## config.mk

```make
export PLATFORM = sky130hd
export DESIGN_NAME = trig_sync_initiator
export DESIGN_NICKNAME = d
export VERILOG_FILES = /design/src/rtl/trig_sync_initiator.sv
export SDC_FILE = /design/constraint.sdc
export NUM_CORES = 1
export LEC_CHECK = 0
export CELL_PAD_IN_SITES_DETAIL_PLACEMENT = 0
export CELL_PAD_IN_SITES_GLOBAL_PLACEMENT = 2
export CORE_AREA = 2 2 115 83
export CTS_BUF_LIST = sky130_fd_sc_hd__clkbuf_16
export CTS_CLUSTER_DIAMETER = 30
export DETAILED_ROUTE_END_ITERATION = 10
export DIE_AREA = 0 0 117 85
export GPL_ROUTABILITY_DRIVEN = 0
export PLACE_DENSITY = 0.74
export SLEW_MARGIN = 20
export SYNTH_ARGS = -nofsm -noshare
export SYNTH_HDL_FRONTEND = slang
export SYNTH_SLANG_ARGS = --single-unit
```

## constraint.sdc

```tcl
create_clock -name sysClk -period 2.65 [get_ports sysClk]
set_input_delay 0.3975 -clock sysClk [delete_from_list [all_inputs] [get_ports sysClk]]
set_output_delay 0.3975 -clock sysClk [all_outputs]
set_load 0.01 [all_outputs]
```

## src/rtl/trig_sync_initiator.sv

```systemverilog
// Trigger-sync initiator: issues reset-trigger requests to a responder, waits for its
// acknowledge with timeout/retry, and counts machine trigger turns between syncs.
//
// state | meaning
// IDLE  | waiting for armCmd; timeoutErr from a failed sequence is held here
// REQ   | resetReqOut pulse cycle; wait counter cleared
// WAIT  | counting cycles for syncIn; timeout re-requests or fails
// DONE  | syncDone pulse cycle after an accepted syncIn
// FAIL  | retries exhausted; timeoutErr raised
module trig_sync_initiator #(
   parameter int unsigned TIMEOUT_CYC = 1024,
   parameter int unsigned MAX_RETRY   = 3
) (
   input  logic        sysClk,
   input  logic        reset,
   input  logic        armCmd,
   input  logic        trig,
   input  logic        syncIn,
   output logic        resetReqOut,
   output logic [31:0] turnCount,
   output logic        syncBusy,
   output logic        syncDone,
   output logic        timeoutErr,
   output logic [3:0]  retryCnt
);

   typedef enum logic [2:0] {
      IDLE,
      REQ,
      WAIT,
      DONE,
      FAIL
   } stateT;

   localparam logic [15:0] WAIT_LAST = 16'(TIMEOUT_CYC - 1);
   localparam logic [3:0]  RETRY_MAX = 4'(MAX_RETRY);

   stateT       state;
   logic [15:0] waitCnt;

   // Outputs are registered from the next state so each one reflects the state being entered.
   always_ff @(posedge sysClk) begin
      if (!reset) begin
         state       <= IDLE;
         waitCnt     <= '0;
         resetReqOut <= 1'b0;
         turnCount   <= '0;
         syncBusy    <= 1'b0;
         syncDone    <= 1'b0;
         timeoutErr  <= 1'b0;
         retryCnt    <= '0;
      end else begin
         resetReqOut <= 1'b0;
         syncDone    <= 1'b0;

         // An accepted acknowledge restarts the turn count and swallows a coincident trig.
         if (state == WAIT && syncIn) begin
            turnCount <= '0;
         end else if (trig) begin
            turnCount <= turnCount + 32'd1;
         end

         case (state)
            IDLE: begin
               if (armCmd) begin
                  state       <= REQ;
                  resetReqOut <= 1'b1;
                  syncBusy    <= 1'b1;
                  retryCnt    <= '0;
                  timeoutErr  <= 1'b0;
               end
            end
            REQ: begin
               waitCnt <= '0;
               state   <= WAIT;
            end
            WAIT: begin
               if (syncIn) begin
                  state    <= DONE;
                  syncDone <= 1'b1;
                  syncBusy <= 1'b0;
               end else if (waitCnt == WAIT_LAST) begin
                  if (retryCnt < RETRY_MAX) begin
                     retryCnt    <= retryCnt + 4'd1;
                     state       <= REQ;
                     resetReqOut <= 1'b1;
                  end else begin
                     state      <= FAIL;
                     timeoutErr <= 1'b1;
                     syncBusy   <= 1'b0;
                  end
               end else begin
                  waitCnt <= waitCnt + 16'd1;
               end
            end
            DONE: state <= IDLE;
            FAIL: state <= IDLE;
            default: begin
               state    <= IDLE;
               syncBusy <= 1'b0;
            end
         endcase
      end
   end

endmodule

```

# [Word-level counts from Yosys, hierarchy flattened]
# Cells that the tools add are included.
[totals] regBits=59 in_bits=5 output_inout_bits=40 elab_cells=68
[classes] n_addsub=3 magnitude_cmp=1 eq_ne=13 n_mux=29 bitwise_logic=2 reduce_logical=12
[op_table] cell="adder 32 x 1 -> 32 bit (second input constant)" n=1
[op_table] cell="two-way mux 16 bit" n=2
[op_table] cell="one-hot mux 16 bit (2 select lines)" n=1
[op_table] cell="adder 16 x 1 -> 16 bit (second input constant)" n=1
[op_table] cell="equality test 16 x 10 -> 1 bit (second input constant)" n=1
[op_table] cell="two-way mux 4 bit" n=4
[op_table] cell="two-way mux 1 bit" n=13
[op_table] cell="two-way mux 3 bit" n=4
[op_table] cell="AND reduction 5 bit" n=2
[op_table] cell="one-hot mux 3 bit (3 select lines)" n=1
[op_table] cell="!= test 2 bit (second input constant)" n=4
[op_table] cell="one-hot mux 4 bit (2 select lines)" n=1
[op_table] cell="equality test 3 x 2 -> 1 bit (second input constant)" n=2
[op_table] cell="adder 4 x 1 -> 4 bit (second input constant)" n=1
[op_table] cell="less-than comparator 4 x 2 -> 1 bit (second input constant)" n=1
[op_table] cell="!= test 2 x 1 -> 1 bit (second input constant)" n=2
[op_table] cell="one-hot mux 1 bit (2 select lines)" n=2
[op_table] cell="AND reduction 2 bit" n=2
[op_table] cell="AND reduction 4 bit" n=1
[op_table] cell="nonzero test 2 bit" n=2
[op_table] cell="equality test 3 x 1 -> 1 bit (second input constant)" n=1
[op_table] cell="equality test 3 bit (second input constant)" n=1
[op_table] cell="logical NOT 3 bit" n=1
[op_table] cell="!= test 3 x 2 -> 1 bit (second input constant)" n=1
[op_table] cell="7 further kinds" n=8

# [Logic depth before layout (Yosys ltp)]
# Gate-level depths: netlist of the first run.
[depth] depth_word=5 mapped_depth=8 depth_no_buf=6

# [Worst setup path before layout of the first run]
# OpenSTA, ideal clock, no wires.
[synth_path] kind="register -> register" from="register waitCnt[0]" to="register retryCnt[2]" setup_ps=115 t_arrival_ps=1866 t_required_ps=2535 slack_ps=668 path_stages_with_launch=7 path_buffers=0 synth_period_minus_slack_ps=1982 path_cell_list="dfxtp_1 -> ha_1 -> and4_1 -> nand4_4 -> or4_4 -> a221o_1 -> and3_1"
[synth_via] elab_chain_len=3
[synth_rtl] element="start: declaration" line_no="39" rtl="logic [15:0] waitCnt;"
[synth_rtl] element="start signal: assignment" line_no="93" rtl="waitCnt <= waitCnt + 16'd1;"
[synth_rtl] element="equality test 16 x 10 -> 1 bit" line_no="82" rtl="end else if (waitCnt == WAIT_LAST) begin"
[synth_rtl] element="!= test 2 x 1 -> 1 bit (no line)"
[synth_rtl] element="AND reduction 5 bit (no line)"
[synth_rtl] element="end signal: assignment" line_no="84" rtl="retryCnt <= retryCnt + 4'd1;"
[synth_rtl] element="end: declaration" line_no="24" rtl="output logic [3:0] retryCnt"
# No other way between the ends.
# A chain may end at the register's enable or synchronous reset.

# [Final worst setup path of the first run]
# Same ends and word-level chain as after synthesis.

==> results.sh, run 1 <==
export IMPL_status="finished clean"
export IMPL_die_w_um=117
export IMPL_final_common_cell="dfxtp_1"
export IMPL_postCtsHoldBufs=0
export IMPL_hp_start="waitCnt[8]"
export IMPL_die_area_um2=9950
export IMPL_finalWirelength_um=6660
export IMPL_synthesis_nets=330
export IMPL_fin_total_pwr_w=0.00199
export IMPL_period_share=0.834
export IMPL_clock_latency_ns=0.32
export IMPL_hp_class="flop to flop"
export IMPL_antenna_left=0
export IMPL_synth_edff_count=0
export IMPL_reg2reg_depth=6
export IMPL_rsz0062_at_grt="false"
export IMPL_grt_max_degree=33
export IMPL_slew_viol_final=0
export IMPL_clock_sinks=59
export IMPL_critical_path_max_fanout=8
export IMPL_required_ns=2.87
export IMPL_setup_viol=0
export IMPL_regToRegSetupSlack_ns=0.44
export IMPL_most_common_layout_cells="dfxtp_1 (59), nor2_1 (44), clkdlybuf4s50_1 (44), nand2_1 (25), xnor2_1 (22)"
export IMPL_finalCriticalPeriod_ns=2.21
export IMPL_max_freq_mhz=452
export IMPL_fin_tns_setup_ns=0
export IMPL_cp_slowest_cell="or4_4"
export IMPL_cp_slowest_stage_delay_ns=0.47
export IMPL_setup_ws_ns=0.439
export IMPL_vias=2397
export IMPL_synth_yosys_warnings=0
export IMPL_wl_per_cell_um=13.4
export IMPL_grt_usage=0.146
export IMPL_layout_drive_gt1_share=0.0645
export IMPL_skew_ns=0.00636
export IMPL_final_hold_viol_count=0
export IMPL_whs_path_depth=2
export IMPL_drt_iter0_markers=125
export IMPL_postCtsSetupBuffers=0
export IMPL_dpl_hpwl_um=4480
export IMPL_die_height_um=85
export IMPL_first_pass_iters=4
export IMPL_n_antenna_cell=0
export IMPL_grt_pass1_vias=2335
export IMPL_dp_slack_ns=0.223
export IMPL_grt_ovfl_total=0
export IMPL_cts_resized=0
export IMPL_synth_avg_cell_area_um2=8.58
export IMPL_viasPerCell=4.83
export IMPL_relSlewSlack=0.575
export IMPL_ys_seq_elements=59
export IMPL_synthFlopType="dfxtp_1"
export IMPL_cts_tree="done"
export IMPL_r2r_end="retryCnt[2]"
export IMPL_powerDensity_nw_per_um2=554
export IMPL_r2r_start="waitCnt[0]"
export IMPL_syn2layout_area_growth_pct=30.1
export IMPL_synthesis_area_um2=2760
export IMPL_critical_path_cell_chain="ha_1, and4_1, nand4_4, or4_4, a221o_1, and3_1"
export IMPL_port_buffers=44
export IMPL_ys_seq_area_frac=0.428
export IMPL_drc_errors=0
export IMPL_synth_distinct_cells=44
export IMPL_ios=45
export IMPL_clk_pin_slew_ns=0.05
export IMPL_crit_arrival_ns=2.43
export IMPL_min_delay_worst_endpoint="waitCnt[8]"
export IMPL_antenna_found_initial=0
export IMPL_fin_nets=378
export IMPL_crit_type="flop to flop"
export IMPL_worstMarginPinSlew_ns=0.632
export IMPL_core_area_um2=8890
export IMPL_leakage_nw=1.18
export IMPL_grt_pass1_wl_um=11400
export IMPL_cp_start_kind="flop"
export IMPL_synth_cells=322
export IMPL_async_reset_ff_frac=0
export IMPL_cts_buffers=9
export IMPL_end_kind="flop"
export IMPL_max_cap_violations=0
export IMPL_rows=29
export IMPL_initial_core_util=0.311
export IMPL_cts_root_buf="clkbuf_16"
export IMPL_ir_drop_mv=0.233
export IMPL_h_tree_depth=3
export IMPL_clockBufferDepth=2
layout make-up:
type                       count  area, µm²
clock buffer                   9        225
clock inverter                 4       15.0
fill                         889       5300
inverter                       5       18.8
multi-input combinational    244       1510
sequential                    59       1180
tap                          124        155
timing repair buffer          51        493
stage by stage:
stage	hold slack, ns	utilization	cells	area, µm²
after floorplan	0.454	-	322	2760
after global placement	0.469	0.377	483	3350
after detailed placement	0.480	0.377	483	3350
after CTS	0.487	0.404	496	3590
after global routing	0.520	0.404	496	3590
final	0.479	0.404	496	3590
power breakdown:
part / switching (W) / internal [W] / leakage, nW / total, W
registers: 0.0000128 / 0.000900 / 0.476 / 0.000913
logic: 0.0000643 / 0.0000471 / 0.575 / 0.000111
clock network: 0.000368 / 0.000600 / 0.128 / 0.000968
worst max-delay path: cells and delay by family, from the launching register on:
family          cells  cell delay (ns)
compound gates      1             0.35
simple gates        4             1.17
flops               1             0.38
fa+ha+maj           1             0.21
synth_stat cells, types with 2 or more instances:
library cell,number,area share
nor3_1,5,0.0091
ha_1,3,0.014
clkbuf_1,7,0.0095
nand4_1,11,0.025
dfxtp_1,59,0.43
nand2b_1,6,0.014
a21oi_1,15,0.027
or3_1,7,0.016
buf_1,3,0.0041
nor4_1,13,0.029
xor2_1,10,0.032
o21a_1,2,0.0054
o21ai_0,10,0.018
o31ai_1,6,0.016
xnor2_1,22,0.070
or4_1,7,0.019
nand3_1,16,0.029
inv_1,5,0.0068
nor2_1,44,0.060
or2_2,2,0.0045
o22ai_1,3,0.0068
nand2_1,25,0.034
and2_1,4,0.0091
buf_2,4,0.0072
and3_1,7,0.016
and4_1,8,0.025
sequential cells by signal (all words and copies together), names as in the netlist:
| register | cells |
|---|---|
| resetReqOut | 1 |
| retryCnt | 4 |
| state | 3 |
| syncBusy | 1 |
| syncDone | 1 |
| timeoutErr | 1 |
| turnCount | 32 |
| waitCnt | 16 |
cell families after synthesis:
family          share of synthesized area
simple gates                        0.328
buf+inv                            0.0276
xor+xnor                            0.101
flops                               0.428
mux                               0.00362
compound gates                     0.0983
fa+ha+maj                          0.0136
how the worst max path moves through the flow:
| stage | from | endpoint | slack, ns | cells after the start |
|---|---|---|---|---|
| 6_report | waitCnt[0] | retryCnt[2] | 0.44 | 6 |
| 5_1_grt | waitCnt[0] | retryCnt[3] | 0.30 | 6 |
| 4_1_cts | waitCnt[0] | retryCnt[3] | 0.44 | 6 |
| 3_5_place_dp | trig | turnCount[25] | 0.22 | 6 |
| 3_3_place_gp | trig | turnCount[25] | 0.30 | 6 |
| 2_1_floorplan | waitCnt[0] | retryCnt[2] | 0.67 | 6 |
per-layer routing:
layer / part of all wire / GRT usage
met5: 0 / 0
met4: 0.011 / 0.0449
met3: 0.046 / 0.0564
met2: 0.41 / 0.195
met1: 0.53 / 0.214
No activity file was read; power rests on OpenSTA's default activity.
==> run 2: changes to the inputs <==
Clock period 2.65 ns to 2.19 ns, I/O delays scaled along.
==> run 2 against run 1 <==
Compared with the run above:
- critical path type unchanged
- combinational power up 33%
- worst setup slack got worse by 0.28 ns
- clock skew is 0.0011 ns higher
- sequential cell count is the same
==> results.sh, run 2 (synthesis results as in run 1) <==
export IMPL_status="finished clean"
export IMPL_end_kind="flop"
export IMPL_regToRegSetupSlack_ns=0.16
export IMPL_relSlewSlack=0.733
export IMPL_largest_register_ffs=32
export IMPL_final_area_um2=3710
export IMPL_n_fill_cell=893
export IMPL_cp_start_kind="flop"
export IMPL_layout_drive_gt1_share=0.106
export IMPL_cts_buffers=9
export IMPL_drt_iter0_markers=119
export IMPL_grt_pass1_wl_um=11600
export IMPL_grt_pass1_vias=2400
export IMPL_viasPerCell=4.87
export IMPL_core_area_um2=8890
export IMPL_finalCriticalPeriod_ns=2.03
export IMPL_fin_nets=391
export IMPL_hp_start="waitCnt[8]"
export IMPL_rsz0062_at_grt="false"
export IMPL_antenna_left=0
export IMPL_critical_path_max_fanout=5
export IMPL_post_dp_cell_area_um2=3450
export IMPL_fin_total_pwr_w=0.00246
export IMPL_postCtsHoldBufs=0
export IMPL_register_area_um2=1180
export IMPL_cts_root_buf="clkbuf_16"
export IMPL_clockBufferDepth=2
export IMPL_grt_usage=0.150
export IMPL_hp_class="flop to flop"
export IMPL_powerDensity_nw_per_um2=663
export IMPL_leakage_nw=1.24
export IMPL_r2r_start="waitCnt[0]"
export IMPL_h_tree_depth=3
export IMPL_whs_path_depth=2
export IMPL_grt_max_degree=33
export IMPL_max_freq_mhz=493
export IMPL_setup_viol=0
export IMPL_n_antenna_cell=0
export IMPL_largestRegisters="turnCount: 32 flops, waitCnt: 16 flops, retryCnt: 4 flops"
export IMPL_clock_latency_ns=0.33
export IMPL_final_hold_viol_count=0
export IMPL_wl_per_cell_um=13.3
export IMPL_rows=29
export IMPL_slew_viol_final=0
export IMPL_worstMarginPinSlew_ns=0.399
export IMPL_final_common_cell="dfxtp_1"
export IMPL_vias=2488
export IMPL_clk_pin_slew_ns=0.05
export IMPL_hold_slack_ns=0.487
export IMPL_ios=45
export IMPL_clock_sinks=59
export IMPL_min_delay_worst_endpoint="waitCnt[8]"
export IMPL_r2r_end="retryCnt[3]"
export IMPL_die_height_um=85
export IMPL_die_area_um2=9950
export IMPL_reg2reg_depth=6
export IMPL_grt_ovfl_total=0
export IMPL_initial_core_util=0.311
export IMPL_regMostFlops="turnCount"
export IMPL_max_cap_violations=0
export IMPL_ir_drop_mv=0.344
export IMPL_crit_arrival_ns=2.25
export IMPL_drc_errors=0
export IMPL_finalWirelength_um=6820
export IMPL_period_share=0.926
export IMPL_crit_type="flop to flop"
export IMPL_cts_tree="done"
export IMPL_antenna_found_initial=0
export IMPL_multi_input_area_um2=1510
export IMPL_required_ns=2.41
export IMPL_dpl_hpwl_um=4520
export IMPL_syn2layout_area_growth_pct=34.3
export IMPL_port_buffers=44
export IMPL_skew_ns=0.00742
export IMPL_most_common_layout_cells="dfxtp_1 (59), nor2_1 (44), clkdlybuf4s50_1 (44), nand2_1 (25), xnor2_1 (22)"
export IMPL_die_w_um=117
export IMPL_fin_tns_setup_ns=0
export IMPL_first_pass_iters=4
export IMPL_cp_startpoint="waitCnt[0]"
## run 2: cell count changes in the layout (fill, tap and decap cells not counted), moves of 2 or more
| cell | before | now |
|---|---|---|
| clkinv_1 | 1 | 3 |
| buf_4 | 7 | 20 |
| clkinv_2 | 0 | 2 |
| inv_1 | 8 | 6 |
## run 2: repair_timing
| item | in CTS | in global routing |
|---|---|---|
| buffers inserted | 0 | 0 |
| endpoints found under the setup margin | 0 | 8 |
| gates resized for setup | 0 | 3 |
## run 2: worst max-delay path, cell delays in order, from the launching register on
cell,delay (ns)
dfxtp_1,0.38
ha_1,0.21
and4_4,0.27
nand4_4,0.09
or4_4,0.45
a221o_1,0.34
and3_1,0.19
## run 2: cell type report
type	count	area share
multi-input cells	244	0.408
flip-flops and latches	59	0.318
repair buffers	64	0.159
clock buffers	9	0.0607
well taps	124	0.0418
clock inverters	6	0.00675
inverters	5	0.00506
## run 2: per-layer routing
| layer | global-route usage | vias to the layer above | part of all wire |
|---|---|---|---|
| met1 | 0.211 | 1157 | 0.53 |
| met4 | 0.0481 | 0 | 0.012 |
| met5 | 0 | - | 0 |
| li1 | - | 1276 | - |
| met3 | 0.0600 | 7 | 0.040 |
| met2 | 0.210 | 48 | 0.42 |
## run 2: worst max-delay path by stage
stage / endpoint / cells past startpoint
floorplan: retryCnt[2] / 6
global placement: retryCnt[2] / 6
detailed placement: waitCnt[7] / 7
CTS: retryCnt[3] / 6
global route: retryCnt[3] / 6
finish: retryCnt[3] / 6
## run 2: power by group
group | internal, W | switching, W | total (W)
clock network | 0.000737 | 0.000475 | 0.00121
registers | 0.00109 | 0.0000122 | 0.00110
logic | 0.0000635 | 0.0000849 | 0.000148
## run 2: metrics by stage
step | util | worst slack (ns) | cells
after detailed placement | 0.388 | 0.0894 | 496
final | 0.417 | 0.161 | 511
after CTS | 0.416 | 0.0760 | 511
after global routing | 0.417 | 0.0409 | 511
after floorplan | - | 0.208 | 322
after global placement | 0.388 | 0.0943 | 496
==> run 3: changes to the inputs <==
Settings changed: SLEW_MARGIN 20 to 15.
==> results of run 3 <==
Same layout as run 2: the final DEF is identical, and so are final timing and power.
==> variant: new RTL, config.mk and constraints of run 2 <==
Change the parameter `TIMEOUT_CYC` from 1024 to 768.
--- a/src/rtl/trig_sync_initiator.sv
+++ b/src/rtl/trig_sync_initiator.sv
@@ -9,5 +9,5 @@
 // FAIL  | retries exhausted; timeoutErr raised
 module trig_sync_initiator #(
-   parameter int unsigned TIMEOUT_CYC = 1024,
+   parameter int unsigned TIMEOUT_CYC = 768,
    parameter int unsigned MAX_RETRY   = 3
 ) (
Formal check against the unedited RTL: no difference found for any inputs over 10 cycles, from zero or initial values and one cycle with reset low; that may be too few to reach the edited logic, so the function may still have changed.
==> variant against run 2 <==
Sequential power hardly changed. Cell count fell by 1.8%. Sequential cell count is the same. Power fell by 1.2%. Global-route usage is 0.23 points lower. Worst setup slack got worse by 0.042 ns. Wire length down 2.8%. Design area decreased by 1.1%. Synthesized area decreased by 2.1%. Count of clock-buffer cells in the layout stayed put. Critical path type unchanged.
==> variant: results <==
{
  "avgSynthCellArea_um2": 8.75,
  "fin_cells": 502,
  "min_to": "turnCount[31]$_SDFFE_PP0P_",
  "dp_hpwl_mm": 4.78,
  "r2r_slack_ns": 0.12,
  "outcome": "finished clean",
  "cts-root-buf": "clkbuf_16",
  "drt_iter0_drc": 131,
  "placed_cells": 487,
  "synth.distinct_cells": 43,
  "synthTopCellsByArea": "dfxtp_1, nor2_1, xor2_1",
  "syn_nets": 317,
  "yosys-top-cells-count": "dfxtp_1, nor2_1, nand3_1",
  "crit_arrival_ns": 2.31,
  "ir_drop_mv": 0.354,
  "placed_cell_area_mm2": 0.00342,
  "grt_pass1_vias": 2120,
  "p_leak_nw": 1.31,
  "track_usage": 0.148,
  "worst_pin_slew_ns": 0.420,
  "clock_skew_ns": 0.00674,
  "wl_per_cell_um": 13.2,
  "fin_nets": 382,
  "fillCellCount": 898,
  "synth_seq_area_share": 0.437,
  "worstHoldStart": "turnCount[31]$_SDFFE_PP0P_",
  "layout-drive-gt1-share": 0.116
}
## variant: changes by cell type in the layout (fill, tap and decap cells not counted), sizes merged, moves of 6 or more
cell   change
nor2       +7
nand3      +8
or4        -6
and3       +6
a21oi      -9
xor2      +12
o31ai      -6
nor4       -7
## variant: cells by family after synthesis
logic type | synth area share
muxes | 0.0116
and+or+nand+nor | 0.333
DFF | 0.437
xor gates and xnor gates | 0.130
buffers and inverters | 0.0190
adders and majority gates | 0.0139
AOI/OAI and AO/OA | 0.0560
## variant: how the worst max path moves through the flow
| stage | from | end | slack, ns | cells after the start |
|---|---|---|---|---|
| 6_report | waitCnt[8]$_SDFFE_PN0P_ | syncBusy$_SDFFE_PN0P_ | 0.12 | 6 |
| 3_5_place_dp | syncIn | waitCnt[7]$_SDFFE_PN0P_ | 0.04 | 6 |
| 3_3_place_gp | syncIn | waitCnt[15]$_SDFFE_PN0P_ | 0.06 | 6 |
| 4_1_cts | waitCnt[8]$_SDFFE_PN0P_ | syncBusy$_SDFFE_PN0P_ | 0.14 | 6 |
| 2_1_floorplan | waitCnt[11]$_SDFFE_PN0P_ | retryCnt[1]$_SDFFE_PN0P_ | 0.34 | 5 |
| 5_1_grt | waitCnt[8]$_SDFFE_PN0P_ | syncBusy$_SDFFE_PN0P_ | 0.03 | 6 |
## variant: power by group
part	internal, mW	leakage [nW]	switching, mW
sequential	1.09	0.476	0.0111
clock	0.738	0.135	0.475
combinational	0.0536	0.704	0.0671
total	1.88	1.31	0.553
## variant: metrics by stage
| stage | hold WS [ns] | worst slack, ns | utilization |
|---|---|---|---|
| final | 0.483 | 0.120 | 0.413 |
| after global routing | 0.537 | 0.0316 | 0.413 |
| after CTS | 0.491 | 0.136 | 0.413 |
| after detailed placement | 0.482 | 0.0432 | 0.385 |
| after global placement | 0.470 | 0.0596 | 0.385 |
| after floorplan | 0.425 | 0.344 | - |
## variant: area by class of cell
class                   count  share of cell area
multi-input cells         237               0.401
flip-flops and latches     59               0.322
repair buffers             63               0.162
clock buffers               9              0.0614
well taps                 124              0.0423
clock inverters             6             0.00716
inverters                   4             0.00409
## variant: routing by layer
layer	part of all wire	vias up	global-route usage
met1	0.57	1075	0.234
met4	0.013	0	0.0578
met3	0.047	8	0.0486
met5	0	-	0
li1	-	1219	-
met2	0.37	47	0.178
## variant: worst max-delay path, stage by stage, from the launching register on
cell      delay, ns
dfxtp_1        0.34
or4b_2         0.68
nor4_2         0.16
buf_4          0.23
nand2b_1       0.23
a31oi_1        0.12
a211oi_1       0.22
